===== config.mk =====
export PLATFORM = sky130hd
export DESIGN_NAME = glb_core_strm_router_mc
export DESIGN_NICKNAME = d
export VERILOG_FILES = /design/src/rtl/global_buffer_pkg.sv /design/src/rtl/glb_strm_pipe.sv /design/src/rtl/glb_core_strm_router_mc.sv
export SDC_FILE = /design/constraint.sdc
export NUM_CORES = 1
export LEC_CHECK = 0
export CAP_MARGIN = 20
export CORE_AREA = 2 2 311 313
export CTS_BUF_LIST = sky130_fd_sc_hd__clkbuf_4
export DETAILED_ROUTE_END_ITERATION = 12
export DIE_AREA = 0 0 313 315
export GPL_ROUTABILITY_DRIVEN = 0
export GPL_TIMING_DRIVEN = 0
export PLACE_DENSITY = 0.39
export SETUP_SLACK_MARGIN = 0.3
export SLEW_MARGIN = 25
export SYNTH_ARGS = -nofsm -noshare
export SYNTH_HDL_FRONTEND = slang
export SYNTH_SLANG_ARGS = --single-unit

===== constraint.sdc =====
create_clock -name clk -period 8.3 [get_ports clk]
set_clock_uncertainty 0.2 [all_clocks]
set_input_delay 1.66 -clock clk [delete_from_list [all_inputs] [get_ports clk]]
set_output_delay 1.66 -clock clk [all_outputs]
set_load 0.05 [all_outputs]

===== src/rtl/global_buffer_pkg.sv =====
// Global buffer shared definitions: tile-select width, stream-router channel
// mode encoding and the helper that resolves a channel's injection direction.
package global_buffer_pkg;

    localparam int TILE_SEL_ADDR_WIDTH = 5;

    typedef enum logic [1:0] {
        STRM_MODE_PARITY = 2'b00,
        STRM_MODE_EAST   = 2'b01,
        STRM_MODE_WEST   = 2'b10,
        STRM_MODE_OFF    = 2'b11
    } strm_mode_e;

    // Parity mode sends even tiles east and odd tiles west; other modes pass through.
    function automatic strm_mode_e eff_dir(input strm_mode_e mode, input logic tile_odd);
        strm_mode_e dir;
        dir = mode;
        if (mode == STRM_MODE_PARITY) begin
            dir = tile_odd ? STRM_MODE_WEST : STRM_MODE_EAST;
        end
        return dir;
    endfunction

endpackage


===== src/rtl/glb_strm_pipe.sv =====
// Fixed-latency register pipeline used on every neighbour-bound stream.
// DEPTH stages, all holding while clk_en is low, all cleared by async reset.
module glb_strm_pipe #(
    parameter int WIDTH = 1,
    parameter int DEPTH = 1
) (
    input  logic             clk,
    input  logic             reset,
    input  logic             clk_en,
    input  logic [WIDTH-1:0] i_data,
    output logic [WIDTH-1:0] o_data
);

    logic [WIDTH-1:0] r_stage [DEPTH];

    // Shift the stages forward by one on every enabled clock.
    always_ff @(posedge clk or posedge reset) begin
        if (reset) begin
            for (int i = 0; i < DEPTH; i++) begin
                r_stage[i] <= '0;
            end
        end else if (clk_en) begin
            r_stage[0] <= i_data;
            for (int i = 1; i < DEPTH; i++) begin
                r_stage[i] <= r_stage[i-1];
            end
        end
    end

    assign o_data = r_stage[DEPTH-1];

endmodule


===== src/rtl/glb_core_strm_router_mc.sv =====
// Multi-channel stream router for one global-buffer tile. Each channel either
// injects local traffic eastward or westward (or is switched off) and delivers
// the opposite stream to the local switch. Chain ends are turned around by
// feeding the tile's own registered output back in, so no combinational loop.
// Optional per-channel delivery counters: define GLB_STRM_ROUTER_PERF_EN.
module glb_core_strm_router_mc
    import global_buffer_pkg::*;
#(
    parameter int NUM_CH     = 2,
    parameter int PKT_WIDTH  = 64,
    parameter int PIPE_DEPTH = 1
) (
    input  logic                           clk,
    input  logic                           reset,
    input  logic                           clk_en,
`ifdef GLB_STRM_ROUTER_PERF_EN
    input  logic                           perf_clr,
    output logic [NUM_CH*32-1:0]           perf_cnt,
`endif
    input  logic [TILE_SEL_ADDR_WIDTH-1:0] glb_tile_id,
    input  logic [NUM_CH-1:0]              w2e_wsti_vld,
    input  logic [NUM_CH*PKT_WIDTH-1:0]    w2e_wsti_data,
    input  logic [NUM_CH-1:0]              e2w_esti_vld,
    input  logic [NUM_CH*PKT_WIDTH-1:0]    e2w_esti_data,
    output logic [NUM_CH-1:0]              w2e_esto_vld,
    output logic [NUM_CH*PKT_WIDTH-1:0]    w2e_esto_data,
    output logic [NUM_CH-1:0]              e2w_wsto_vld,
    output logic [NUM_CH*PKT_WIDTH-1:0]    e2w_wsto_data,
    input  logic [NUM_CH-1:0]              sw2sr_vld,
    input  logic [NUM_CH*PKT_WIDTH-1:0]    sw2sr_data,
    output logic [NUM_CH-1:0]              sr2sw_vld,
    output logic [NUM_CH*PKT_WIDTH-1:0]    sr2sw_data,
    input  logic                           cfg_tile_connected_prev,
    input  logic                           cfg_tile_connected_next,
    input  logic [NUM_CH*2-1:0]            cfg_ch_mode
);

    // Packed packet: valid in the MSB, payload below it.
    localparam int PW = PKT_WIDTH + 1;

    for (genvar g = 0; g < NUM_CH; g++) begin : g_ch
        logic [PW-1:0] w_turn_w;
        logic [PW-1:0] w_turn_e;
        logic [PW-1:0] w_inj;
        logic [PW-1:0] w_esto_src;
        logic [PW-1:0] w_wsto_src;
        logic [PW-1:0] w_sr2sw;
        logic [PW-1:0] w_esto_q;
        logic [PW-1:0] w_wsto_q;
        strm_mode_e    w_dir;

        assign w_dir    = eff_dir(strm_mode_e'(cfg_ch_mode[2*g +: 2]), glb_tile_id[0]);
        assign w_inj    = {sw2sr_vld[g], sw2sr_data[g*PKT_WIDTH +: PKT_WIDTH]};
        // Unconnected side: loop our own registered output back as the input.
        assign w_turn_w = cfg_tile_connected_prev
                        ? {w2e_wsti_vld[g], w2e_wsti_data[g*PKT_WIDTH +: PKT_WIDTH]}
                        : w_wsto_q;
        assign w_turn_e = cfg_tile_connected_next
                        ? {e2w_esti_vld[g], e2w_esti_data[g*PKT_WIDTH +: PKT_WIDTH]}
                        : w_esto_q;

        // Select delivery and neighbour-bound sources; a disabled channel sends zeros.
        always_comb begin
            w_sr2sw    = '0;
            w_esto_src = '0;
            w_wsto_src = '0;
            case (w_dir)
                STRM_MODE_EAST: begin
                    w_sr2sw    = w_turn_w;
                    w_esto_src = w_inj;
                    w_wsto_src = w_turn_e;
                end
                STRM_MODE_WEST: begin
                    w_sr2sw    = w_turn_e;
                    w_wsto_src = w_inj;
                    w_esto_src = w_turn_w;
                end
                default: begin
                end
            endcase
        end

        glb_strm_pipe #(.WIDTH(PW), .DEPTH(PIPE_DEPTH)) u_esto_pipe (
            .clk    (clk),
            .reset  (reset),
            .clk_en (clk_en),
            .i_data (w_esto_src),
            .o_data (w_esto_q)
        );

        glb_strm_pipe #(.WIDTH(PW), .DEPTH(PIPE_DEPTH)) u_wsto_pipe (
            .clk    (clk),
            .reset  (reset),
            .clk_en (clk_en),
            .i_data (w_wsto_src),
            .o_data (w_wsto_q)
        );

        assign w2e_esto_vld[g]                        = w_esto_q[PW-1];
        assign w2e_esto_data[g*PKT_WIDTH +: PKT_WIDTH] = w_esto_q[PKT_WIDTH-1:0];
        assign e2w_wsto_vld[g]                        = w_wsto_q[PW-1];
        assign e2w_wsto_data[g*PKT_WIDTH +: PKT_WIDTH] = w_wsto_q[PKT_WIDTH-1:0];
        assign sr2sw_vld[g]                           = w_sr2sw[PW-1];
        assign sr2sw_data[g*PKT_WIDTH +: PKT_WIDTH]    = w_sr2sw[PKT_WIDTH-1:0];

`ifdef GLB_STRM_ROUTER_PERF_EN
        logic [31:0] r_perf_cnt;

        // Count local deliveries, saturating; clear wins over increment.
        always_ff @(posedge clk or posedge reset) begin
            if (reset) begin
                r_perf_cnt <= '0;
            end else if (perf_clr) begin
                r_perf_cnt <= '0;
            end else if (clk_en && w_sr2sw[PW-1] && (r_perf_cnt != 32'hFFFF_FFFF)) begin
                r_perf_cnt <= r_perf_cnt + 32'd1;
            end
        end

        assign perf_cnt[g*32 +: 32] = r_perf_cnt;
`endif
    end

endmodule

# After elaboration in Yosys (flattened, before gate mapping)
# Cells that the tools add are included.
# Widths: inputs -> output; s select.
[word_totals] word_cells=23 output_inout_bits=390 regBits=260 input_bits=404
[classes] eq_ne=4 mux=13 reduce_logical=2
[op_table] op="$pmux 65 s2" count=6
[op_table] op="$mux 65" count=4
[op_table] op="$mux 2" count=3
[op_table] op="$eq 2x1->1 const B" count=2
[op_table] op="$eq 2x2->1 const B" count=2
[op_table] op="$logic_not 2->1" count=2

# Logic depth before layout (Yosys ltp)
[logic_depth] ltp_word=4 mapped_depth=8 depth_no_buf=5

# Cells and area by module
# A second synthesis with hierarchy kept.
[unflattened] hier_cells=1345 hier_area_um2=17179.0
[by_module_without_submodules] mod="glb_strm_pipe" area_per_inst_um2=2622.5 cells_per_inst=138 n_inst=4 seq_area_each_um2=1626.6
[by_module_without_submodules] mod="glb_core_strm_router_mc" area_per_inst_um2=6688.9 cells_per_inst=793 n_inst=1 seq_area_each_um2=0.0

# Least setup slack after synthesis
# No wires, ideal clock.
[synth_path] path_kind="in2out" from="in glb_tile_id[0]" to="out sr2sw_data[10]" n_path_buf=3 t_required_ns=6.440 path_stages=7 setup_slack_ns=2.827 arrival_ns=3.613 path_cell_list="clkbuf_1 a21o_1 ha_1 nand2b_1 buf_2 buf_1 o22ai_1"
[synth_between] elab_chain_len=4 word_cells_on_any_way=5 cone_classes="2 x eq/ne; 3 x mux"
[synth_rtl] item="from (decl)" line="glb_core_strm_router_mc.sv:20" rtl="input logic [TILE_SEL_ADDR_WIDTH-1:0] glb_tile_id,"
[synth_rtl] item="$mux 2 *" line="global_buffer_pkg.sv:19" rtl="dir = tile_odd ? STRM_MODE_WEST : STRM_MODE_EAST;"
[synth_rtl] item="$mux 2 *" line="global_buffer_pkg.sv:18" rtl="if (mode == STRM_MODE_PARITY) begin"
[synth_rtl] item="$eq 2x2->1 / $eq 2x1->1 (equally long branches)" line="glb_core_strm_router_mc.sv:67" rtl="case (w_dir)"
[synth_rtl] item="$pmux 65 s2 *" line="glb_core_strm_router_mc.sv:67"
[synth_rtl] item="to (decl)" line="glb_core_strm_router_mc.sv:32" rtl="output logic [NUM_CH*PKT_WIDTH-1:0] sr2sw_data,"
# Every way passes the cells marked *; elsewhere a longest branch is shown, timed or not.

# Worst setup path after layout
[layout_path] from="in cfg_ch_mode[0]" to="out sr2sw_data[50]"
[layout_between] elab_chain_len=4 word_cells_on_any_way=5 cone_classes="2 x eq/ne; 2 x mux; 1 x reduce/logical"
[layout_rtl] item="from (decl)" line="glb_core_strm_router_mc.sv:35" rtl="input logic [NUM_CH*2-1:0] cfg_ch_mode"
[layout_rtl] item="$logic_not 2->1" line="global_buffer_pkg.sv:18"
[layout_rtl] item="$mux 2 *" line="global_buffer_pkg.sv:18"
[layout_rtl] item="$eq 2x2->1 / $eq 2x1->1 (equally long branches)" line="glb_core_strm_router_mc.sv:67"
[layout_rtl] item="$pmux 65 s2 *" line="glb_core_strm_router_mc.sv:67"
# Marked as above.

==> reports/metrics.json <==
{
  "status": {"value": "finished clean"},
  "root_buffer": {"value": "sky130_fd_sc_hd__clkbuf_4"},
  "clk_pin_slew_worst_setup_hold_paths": {"value": 60, "unit": "ps"},
  "fin_total_pwr": {"value": 4230, "unit": "uW"},
  "route.detailed.vias_per_inst": {"value": 4.56},
  "synth-warning-count": {"value": 0},
  "initial_antenna_violation_count": {"value": 22},
  "worst_slew_margin_rel": {"value": 0.257},
  "post_cts_buffers": {"value": 0},
  "detailedRoute.firstIterationViolations": {"value": 956},
  "worst_ep_arrival_time": {"value": 5360, "unit": "ps"},
  "drv.max_cap_violation_count": {"value": 0},
  "global_router_s_overall_resource_usage": {"value": 0.201},
  "gr-total-overflow": {"value": 0},
  "worstSetupStartpointType": {"value": "input pin"},
  "worst_slew_pin_slew": {"value": 1110, "unit": "ps"},
  "cts.htree.levels": {"value": 3},
  "dr.pass1.iters": {"value": 5},
  "setup-violations-final": {"value": 0},
  "hold_path_class": {"value": "reg2reg"},
  "worst_path_largest_cell_delay": {"value": 950, "unit": "ps"},
  "tritoncts_clock_tree": {"value": "yes"},
  "fp.coreArea": {"value": 95700, "unit": "sq um"},
  "cts_inserted_buffers": {"value": 84},
  "timing.fmax": {"value": 0.138, "unit": "GHz"},
  "synthesis.area": {"value": 15300, "unit": "sq um"},
  "crit_slowest_cell": {"value": "sky130_fd_sc_hd__clkdlybuf4s50_1"},
  "cp_data_required_time": {"value": 6440, "unit": "ps"},
  "post-route-min-period": {"value": 7220, "unit": "ps"},
  "crit_type": {"value": "in2out"},
  "wire_per_inst": {"value": 27.8, "unit": "um"},
  "routed_wire_length": {"value": 103, "unit": "mm"},
  "i_o_pin_cnt": {"value": 794},
  "nNetsFinal": {"value": 2767},
  "io_buffer_count": {"value": 786},
  "crit_path_cell_trace": {"value": "clkdlybuf4s50_1 -> inv_1 -> a21o_1 -> ha_1 -> nand2b_1 -> buf_2 -> buf_1 -> o22ai_1 -> clkdlybuf4s50_1"},
  "final_common_cell": {"value": "sky130_fd_sc_hd__clkdlybuf4s50_1"},
  "grt_max_degree": {"value": 30},
  "final_cell_mix": {"value": "sky130_fd_sc_hd__clkdlybuf4s50_1, sky130_fd_sc_hd__nand2b_1, sky130_fd_sc_hd__mux2i_1, sky130_fd_sc_hd__o221ai_1, sky130_fd_sc_hd__dfrtp_1"},
  "mean_syn_cell_area": {"value": 10.4, "unit": "sq um"},
  "initial_utilization": {"value": 0.160},
  "dp.final_hpwl": {"value": 80.3, "unit": "mm"},
  "timing.final.hold_violations": {"value": 0},
  "cts-hold-fix-buffers": {"value": 0},
  "die_width": {"value": 313, "unit": "um"},
  "number_of_synthesized_register_bits": {"value": 260},
  "netlist_instances": {"value": 1475},
  "num-fill-cells": {"value": 10100},
  "post-route-drc-count": {"value": 0},
  "yosysSeqAreaShare": {"value": 0.425},
  "synthToLayoutAreaGrowth": {"value": 69.8, "unit": "%"},
  "source_to_sink_clock_delay_at_the_later_pin_of_the_worst_skew_pair": {"value": 840, "unit": "ps"},
  "cp_common_cell": {"value": "sky130_fd_sc_hd__clkdlybuf4s50_1"},
  "vias": {"value": 16800},
  "post_cts.resized_instances": {"value": 0},
  "fp.dieArea": {"value": 98600, "unit": "sq um"},
  "global_route_wire_length_before_repair": {"value": 143, "unit": "mm"},
  "placed_cells": {"value": 3547},
  "setup_total_negative_slack": {"value": 0, "unit": "ps"},
  "post_route_cells_drive_above_1_share": {"value": 0.0877},
  "timing_max_transition_violations_final": {"value": 0},
  "clockBufferDepth": {"value": 3},
  "antenna_left": {"value": 0},
  "finalCritPeriodShare": {"value": 0.870},
  "postSynthNetCount": {"value": 1885},
  "rsz0062_at_grt": {"value": "no"},
  "worstSetupEndpointType": {"value": "output port"},
  "dieHeight": {"value": 315, "unit": "um"},
  "fin_cells": {"value": 3697},
  "path_max_fanout": {"value": 10},
  "hold_slack": {"value": 326, "unit": "ps"},
  "core.rowCount": {"value": 114},
  "tritoncts_num_sinks": {"value": 260},
  "first_global_vias": {"value": 18600},
  "ir_drop": {"value": 0.0646, "unit": "mV"},
  "power_density": {"value": 163, "unit": "nW/um^2"},
  "static-leakage-power": {"value": 0.0108, "unit": "uW"},
  "synthDistinctLibCells": {"value": 18}
}
[cell type report]
class | instances | area (sq um) | share of cell area
Buffer | 144 | 759 | 0.0292
Timing Repair Buffer | 796 | 8080 | 0.311
Antenna cell | 15 | 37.5 | 0.00145
Tap cell | 1276 | 1600 | 0.0615
Sequential cell | 260 | 6510 | 0.251
Clock inverter | 19 | 87.6 | 0.00337
Multi-Input combinational cell | 936 | 7520 | 0.290
Clock buffer | 116 | 871 | 0.0335
Inverter | 135 | 510 | 0.0197
[final timing paths]
check / from / cells after the start / end / slack, ps
setup / recovery: cfg_ch_mode[0] / 9 / sr2sw_data[50] / 1080
hold / removal: g_ch[0].u_esto_pipe.o_data[44] / 2 / g_ch[0].u_esto_pipe.o_data[44] / 330
setup reg to reg: g_ch[1].u_esto_pipe.o_data[62] / 2 / g_ch[1].u_wsto_pipe.o_data[62] / 6780
hold reg to reg: g_ch[0].u_esto_pipe.o_data[44] / 2 / g_ch[0].u_esto_pipe.o_data[44] / 330
max in group asynchronous: reset / 7 / g_ch[0].u_wsto_pipe.o_data[35] / 5380
min in group asynchronous: reset / 2 / g_ch[1].u_esto_pipe.o_data[39] / 1050
[cells in the mapped netlist, drive strengths merged]
master / number / area share
mux2i: 260 / 0.17
nand3b: 6 / 0.0029
clkbuf: 58 / 0.014
o22ai: 128 / 0.052
a21oi: 2 / 0.00065
o221ai: 260 / 0.15
o32ai: 2 / 0.0011
inv: 135 / 0.033
buf: 86 / 0.035
a21o: 2 / 0.00098
dfrtp: 260 / 0.43
ha: 6 / 0.0049
nor2: 4 / 0.00098
nand2b: 264 / 0.11
o21ai: 2 / 0.00065
[cells by family (layout without fill, tap and decap cells)]
logic type | after synthesis | count (layout) | synth area share
other cells | 0 | 15 | 0
mux | 260 | 260 | 0.170
buf+inv | 279 | 1210 | 0.0827
fa+ha+maj | 6 | 6 | 0.00491
simple gates | 274 | 274 | 0.112
compound gates | 396 | 396 | 0.205
flops | 260 | 260 | 0.425
[worst max-delay path, delay by kind of cell]
kind | cells | cell delay [ps]
AOI/OAI and AO/OA | 2 | 890
adders and majority gates | 1 | 380
buffers and inverters | 5 | 2180
and+or+nand+nor | 1 | 230
[stage by stage]
step | worst slack [ps] | util | instance area (sq um)
after floorplan | 2830 | - | 15300
after global placement | 449 | 0.259 | 24800
after detailed placement | 1070 | 0.261 | 25000
after CTS | 1050 | 0.271 | 25900
after global routing | 998 | 0.271 | 26000
final | 1080 | 0.271 | 26000
[state kept, by name (all words and copies together), names as in the netlist]
name	cells
g_ch.u_esto_pipe.o_data	130
g_ch.u_wsto_pipe.o_data	130
[power breakdown]
group	switching, uW	internal [uW]
combinational	916	555
clock	675	635
sequential	94.4	1360
total	1690	2550
[routing by layer]
metal / wire [um] / vias to the layer above / part of all wire / GRT usage
met5: 73 / - / 0.00071 / 0
met4: 2720 / 10 / 0.026 / 0.0556
met3: 8200 / 165 / 0.080 / 0.0693
met2: 51400 / 752 / 0.50 / 0.356
met1: 40400 / 8535 / 0.39 / 0.229
li1: - / 7386 / - / -
(Power assumes the default switching activity.)
